==> src/rtl/incr_sequence_gen_if.sv <==
// Valid/ready stream carrying sequence values from the sequencer to its consumer.
interface incr_sequence_gen_if #(
    parameter int WIDTH = 4
);
    logic [WIDTH-1:0] out_data;
    logic             out_valid;
    logic             out_ready;

    modport master (output out_data, output out_valid, input out_ready);
    modport slave  (input out_data, input out_valid, output out_ready);
endinterface

==> src/rtl/incr_sequence_gen.sv <==
// Emits an inclusive start..end value sequence on a valid/ready stream, using an
// external combinational incrementer as the count feedback path.
module incr_sequence_gen #(
    parameter int WIDTH = 4
) (
    input  logic                 clk,
    input  logic                 rst,
    input  logic                 start,
    input  logic [WIDTH-1:0]     start_val,
    input  logic [WIDTH-1:0]     end_val,
    input  logic                 abort,
    output logic [WIDTH-1:0]     inc_a,
    input  logic [WIDTH-1:0]     inc_result,
    incr_sequence_gen_if.master  stream,
    output logic                 busy,
    output logic                 done,
    output logic [WIDTH:0]       beat_cnt
);
    localparam logic [1:0] IDLE = 2'd0;
    localparam logic [1:0] RUN  = 2'd1;
    localparam logic [1:0] DONE = 2'd2;

    logic [1:0]       state;
    logic [WIDTH-1:0] count;
    logic [WIDTH-1:0] last;
    logic             xfer;

    assign xfer = (state == RUN) && stream.out_ready;

    always_ff @(posedge clk or posedge rst) begin
        if (rst) begin
            state    <= IDLE;
            count    <= '0;
            last     <= '0;
            beat_cnt <= '0;
        end else begin
            case (state)
                IDLE: begin
                    if (start) begin
                        count    <= start_val;
                        last     <= end_val;
                        beat_cnt <= '0;
                        state    <= RUN;
                    end
                end
                RUN: begin
                    // A beat accepted alongside abort still counts.
                    if (xfer)
                        beat_cnt <= beat_cnt + (WIDTH+1)'(1);
                    if (abort)
                        state <= IDLE;
                    else if (xfer) begin
                        if (count == last)
                            state <= DONE;
                        else
                            count <= inc_result;
                    end
                end
                DONE:    state <= IDLE;
                default: state <= IDLE;
            endcase
        end
    end

    assign inc_a            = count;
    assign stream.out_data  = count;
    assign stream.out_valid = (state == RUN);
    assign busy             = (state == RUN);
    assign done             = (state == DONE);
endmodule

==> src/flat_wrapper.sv <==
// flat-port wrapper written by rule: the top's interface ports become plain ports
module incr_sequence_gen_flat 
#(
    parameter int WIDTH = 4
)
  (clk, rst, start, start_val, end_val, abort, inc_a, inc_result, busy, done, beat_cnt, stream_out_data, stream_out_valid, stream_out_ready);
  incr_sequence_gen_if #(.WIDTH(WIDTH)) stream_i ();
  input  logic clk;
  input  logic rst;
  input  logic start;
  input  logic [WIDTH-1:0] start_val;
  input  logic [WIDTH-1:0] end_val;
  input  logic abort;
  output logic [WIDTH-1:0] inc_a;
  input  logic [WIDTH-1:0] inc_result;
  output logic busy;
  output logic done;
  output logic [WIDTH:0] beat_cnt;
  output wire logic [$bits(stream_i.out_data)-1:0] stream_out_data;
  output wire logic [$bits(stream_i.out_valid)-1:0] stream_out_valid;
  input wire logic [$bits(stream_i.out_ready)-1:0] stream_out_ready;
  assign stream_out_data = stream_i.out_data;
  assign stream_out_valid = stream_i.out_valid;
  assign stream_i.out_ready = stream_out_ready;
  incr_sequence_gen #(.WIDTH(WIDTH)) u_core (.clk(clk), .rst(rst), .start(start), .start_val(start_val), .end_val(end_val), .abort(abort), .inc_a(inc_a), .inc_result(inc_result), .stream(stream_i), .busy(busy), .done(done), .beat_cnt(beat_cnt));
endmodule
==> config.mk <==
export PLATFORM = sky130hd
export DESIGN_NAME = incr_sequence_gen_flat
export DESIGN_NICKNAME = d
export VERILOG_FILES = /design/src/rtl/incr_sequence_gen_if.sv /design/src/rtl/incr_sequence_gen.sv /design/src/flat_wrapper.sv
export SDC_FILE = /design/constraint.sdc
export NUM_CORES = 1
export LEC_CHECK = 0
export ABC_AREA = 1
export CAP_MARGIN = 40
export CORE_AREA = 2 2 50 52
export CTS_CLUSTER_SIZE = 12
export DETAILED_ROUTE_END_ITERATION = 7
export DIE_AREA = 0 0 52 54
export DONT_BUFFER_PORTS = 1
export SYNTH_ARGS = -nofsm -noshare
export SYNTH_HDL_FRONTEND = slang
export SYNTH_SLANG_ARGS = --single-unit
export TNS_END_PERCENT = 50
==> constraint.sdc <==
create_clock -name clk -period 1.2 [get_ports clk]
set_input_delay 0.12 -clock clk [delete_from_list [all_inputs] [get_ports clk]]
set_output_delay 0.12 -clock clk [all_outputs]
set_load 0.02 [all_outputs]
# Word-level counts from Yosys, hierarchy flattened
# Cells that the tools add are included.
op_classes:
  n_div: 0
  eq_ne: 9
  magnitude_cmp: 0
  n_addsub: 1
  mux: 13
  reduce_logical: 7
  mul: 0
  shifts: 0
  bitwise_logic: 0
ops:
  columns: ["operator", "count"]
  rows:
  - ["$mux 4", 4]
  - ["$mux 5", 2]
  - ["$pmux 5 s2", 1]
  - ["$mux 2", 4]
  - ["$pmux 4 s2", 1]
  - ["$ne 2x2->1 const B", 3]
  - ["$ne 3x2->1 const B", 2]
  - ["$reduce_and 3->1", 2]
  - ["$add 5x1->5 const B", 1]
  - ["$reduce_and 5->1", 1]
  - ["$eq 4x4->1", 1]
  - ["$pmux 2 s2", 1]
  - ["$eq 2x1->1 const B", 1]
  - ["$eq 2x2->1 const B", 1]
  - ["$logic_not 2->1", 1]
  - ["$ne 2x1->1 const B", 1]
  - ["$reduce_and 2->1", 1]
  - ["$reduce_bool 2->1", 1]
  - ["$logic_and 1x1->1", 1]
word_totals:
  regBits: 15
  memories: 0
  word_cells: 34
  output_inout_bits: 16
  rom_bits: 0
  in_bits: 17
  latch_bits: 0
  ram_bits: 0

# Depth between registers and ports, before layout
depth:
  depth_word: 5
  mapped_depth: 9
  depth_no_buf: 9

# Least setup slack after synthesis
# OpenSTA, ideal clock, no wires.
synth_timing:
  kind: "register to register"
  from: "register u_core.count[1], in the netlist u_core.inc_a[1]"
  to: "register u_core.count[0], in the netlist u_core.inc_a[0]"
  period_less_slack_ns: 1.184
  n_path_buf: 0
  t_required_ns: 1.083
  setup_time_ns: 0.117
  arrival_time_ns: 1.067
  stages_incl_launch_ff: 10
  slack_ns: 0.016
  path_cell_list: "dfrtp_1 > inv_1 > nand2_1 > nand2_1 > nor2_1 > nand2_1 > nand2_2 > nand2_2 > nand2_1 > nand2_1"
synth_between:
  elab_chain_cells: 3
synth_lines:
  columns: ["item", "line_no", "text"]
  rows:
  - ["start, declared", "incr_sequence_gen.sv:24", "logic [WIDTH-1:0] count;"]
  - ["start signal, assigned", "incr_sequence_gen.sv:40", "count <= start_val;"]
  - ["start signal, assigned", "incr_sequence_gen.sv:56", "count <= inc_result;"]
  - ["$eq 4x4->1", "incr_sequence_gen.sv:53", "if (count == last)"]
  - ["$ne 2x2->1 (no source line)", null, null]
  - ["$reduce_and 5->1 (no source line)", null, null]
# Every way passes these cells.
# A chain may end at the register's enable or synchronous reset.

# Worst setup path after layout
layout_timing:
  from: "register u_core.state[0]"
  to: "output port done"
layout_between:
  elab_chain_cells: 1
layout_lines:
  columns: ["item", "line_no", "text"]
  rows:
  - ["start, declared", "incr_sequence_gen.sv:23", "logic [1:0] state;"]
  - ["start signal, assigned", "incr_sequence_gen.sv:32", "state <= IDLE;"]
  - ["start signal, assigned", "incr_sequence_gen.sv:43", "state <= RUN;"]
  - ["start signal, assigned", "incr_sequence_gen.sv:51", "state <= IDLE;"]
  - ["$eq 2x2->1", "incr_sequence_gen.sv:69", "assign done = (state == DONE);"]
  - ["end, declared", "flat_wrapper.sv:17", "output logic done;"]
# Every way passes these cells.

==> impl_metrics.yaml <==
outcome:
  outcome: "finished with violations"
  violations: "setup timing"
placed_design:
  place_area_um2: 923.4
  place_inst: 148
  io_buffers: 0
  hpwl_mm: 1.457
  gp_congestion: 0.8270
synth:
  synthFlopType: "dfrtp_1"
  yosys.area.top_type: "dfrtp_1"
  netlist_instances: 113
  syn_area_um2: 852.1
  synth_top_cell_area_share: 0.4405
  synth_edf_count: 0
  synth.avg_cell_area_um2: 7.540
  ys_top_cells_by_count: "nand2_1, dfrtp_1, inv_1"
  yosys_warnings: 0
  syn_nets: 131
  synth-seq-cells: 15
  synth_top_cells_by_area: "dfrtp_1, nand2_1, nand3_1"
  yosysSeqAreaShare: 0.4405
  post-synth-top-count-cell: "nand2_1"
  synthArstFlopShare: 1.000
  ys_types: 19
critical_path:
  cp_cell_sequence: "nor2_1"
  crit_path_top_delay_cell: "dfrtp_2"
  worstSetupEndpointType: "output pin"
  critical_path_required_ns: 1.08
  cp_top_family: "flip-flops"
  r2r-end: "u_core.inc_a[1]$_DFFE_PP0P_"
  crit_fanout: 4
  ff2ff_setup_slack_ns: 0.01
  crit_arrival_ns: 1.08
  start_kind: "register"
  worstRegToRegCells: 8
  worst-path-buf-inv: 0
  max_stage_delay_ns: 0.46
  crit_type: "register to output pin"
  rr_startpoint: "u_core.state[0]$_DFFE_PP0P_"
drt:
  wire_per_inst_um: 12.10
  first_pass_iters: 4
  ant_nets: 0
  wl_mm: 1.972
  vias: 772
  drc: 0
  via_per_inst: 4.736
  drt_iter0_markers: 11
timing:
  hold_viol: 0
  setup_tns_ns: -0.002766
  slew_violations: 0
  slew_headroom: 0.6169
  setup_viol: 1
  rsz0062_at_grt: "yes"
  fin_worst_skew_ns: 0.01235
  post-route-period-util: 1.002
  fin_crit_ns: 1.203
  worst_slew_pin_slew_ns: 0.5740
  setup_slack_ns: -0.002766
  clock.fmax_ghz: 0.8314
worst_hold_path:
  hp-start: "inc_result[3]"
  hold_end: "u_core.inc_a[3]$_DFFE_PP0P_"
  holdCritPathClass: "input pin to register"
  whs_path_depth: 4
clocking:
  numCtsBuffers: 3
  clockBufferDepth: 2
  cts_tree: "yes"
  clk_pin_slew_ns: 0.10
  cts-root-buf: "clkbuf_4"
  cts_htree_levels: 1
  cts.sink_count: 15
  clk_latency_ns: 0.30
floorplanning:
  rows: 18
  die-area_um2: 2808
  chipWidth_um: 52
  io_pins: 33
  core_um2: 2320
  start_util: 0.3673
  die_h_um: 54
global_routing:
  antenna_found_initial: 0
  grt_usage: 0.1493
  gr-total-overflow: 0
  grt_pass1_wl_mm: 3.022
  grt_max_degree: 16
  first_global_vias: 709
final_layout:
  nets: 152
  area_growth_pct: 29.22
  final_area_um2: 1101
  n_antenna_cell: 0
  fin_cells: 163
  drive_above_1_share: 0.2782
power_and_ir_drop:
  p_per_area_nw_per_um2: 2477
  leakage_nw: 0.5727
  ir_drop_mv: 1.101
flow_run:
  maxCapViolCount: 0
## worst min-delay path, stage by stage
cell     delay [ns]
nand2_1        0.04
nand2_1        0.05
nand2_1        0.05
nand2_1        0.04
## what timing repair did
| action | CTS | global route |
|---|---|---|
| hold buffers | 6 | 0 |
| pin swaps | 2 | 2 |
| endpoints found under the hold margin | 20 | 0 |
| setup endpoints to repair | 6 | 10 |
| buffers inserted | 5 | 0 |
| resized for setup | 11 | 5 |
## how the worst max path moves through the flow
stage	startpoint	endpoint	slack [ns]	cells after the start
3_5_place_dp	u_core.state[0]$_DFFE_PP0P_	u_core.inc_a[1]$_DFFE_PP0P_	-0.03	7
6_report	u_core.state[0]$_DFFE_PP0P_	done	-0.003	1
3_3_place_gp	u_core.state[0]$_DFFE_PP0P_	u_core.inc_a[1]$_DFFE_PP0P_	0.01	7
5_1_grt	u_core.state[0]$_DFFE_PP0P_	u_core.inc_a[1]$_DFFE_PP0P_	-0.08	7
2_1_floorplan	u_core.inc_a[1]$_DFFE_PP0P_	u_core.inc_a[0]$_DFFE_PP0P_	0.02	9
4_1_cts	u_core.state[0]$_DFFE_PP0P_	u_core.inc_a[1]$_DFFE_PP0P_	0.0006	7
## layer usage
| layer | track usage | share of wire | vias up |
|---|---|---|---|
| met2 | 0.2890 | 0.53 | 20 |
| li1 | - | - | 390 |
| met3 | 0.06389 | 0.070 | 2 |
| met5 | 0 | 0 | - |
| met4 | 0.02632 | 0.0015 | 0 |
| met1 | 0.1487 | 0.40 | 360 |
## final cells by class
cell class              instances  area (um^2)
well taps                      30        37.54
multi-input cells              78        410.4
flip-flops and latches         15        376.6
inverters                      14        57.56
fillers                       232         1219
clock buffers                   3        22.52
repair buffers                 22        191.4
clock inverters                 1        5.005
## placed cells by master (no fill, tap or decap)
master         synthesis  layout
nand3_1               10      10
dfrtp_2                0       1
a21oi_1                1       1
inv_2                  2       2
xnor2_1                1       1
nor2_1                 6       4
inv_4                  0       2
nor2_4                 0       1
ha_1                   1       1
clkinv_2               0       1
nor3_2                 1       1
nor2_2                 0       1
clkbuf_4               0       3
nand2_4                0       1
a21boi_0               1       1
a21oi_2                1       1
o21ai_0                6       6
nand2_1               42      40
buf_6                  1       3
dlygate4sd3_1          0       6
nand2_2                3       4
buf_4                  5      13
inv_1                 12      10
nand3_4                0       2
nand4_1                2       2
dfrtp_1               15      14
and3_4                 1       1
## per-stage QoR
step	setup WS (ns)	total power, mW	utilization	hold WS, ns
finish	-0.002766	2.728	0.4746	0.02628
floorplan	0.01572	1.838	-	0.02148
CTS	0.0005521	2.652	0.4676	0.02812
global placement	0.01050	2.091	0.3981	0.1007
global route	-0.08071	2.948	0.4746	0.03339
detailed placement	-0.03391	2.135	0.3981	0.09809
## flip-flops by register name, summed over array words and instances, names as in the netlist
register and count:
u_core.beat_cnt 5, u_core.inc_a 4, u_core.last 4, u_core.state 2
## cell families (layout without fill, tap and decap cells)
| family | after synthesis | after routing | share of synthesized area |
|---|---|---|---|
| and+or+nand+nor | 67 | 67 | 0.3554 |
| buffers and inverters | 20 | 40 | 0.1189 |
| DFF | 15 | 15 | 0.4405 |
| AOI/OAI and AO/OA | 9 | 9 | 0.06021 |
| adders and majority gates | 1 | 1 | 0.01468 |
| xor gates and xnor gates | 1 | 1 | 0.01028 |
## report_power, final
group | total [mW] | internal (mW) | switching, mW | leakage (nW)
combinational | 1.55 | 0.628 | 0.925 | 0.363
clock | 0.308 | 0.124 | 0.183 | 0.0177
sequential | 0.867 | 0.693 | 0.175 | 0.192
No activity file was read; power rests on OpenSTA's default activity.
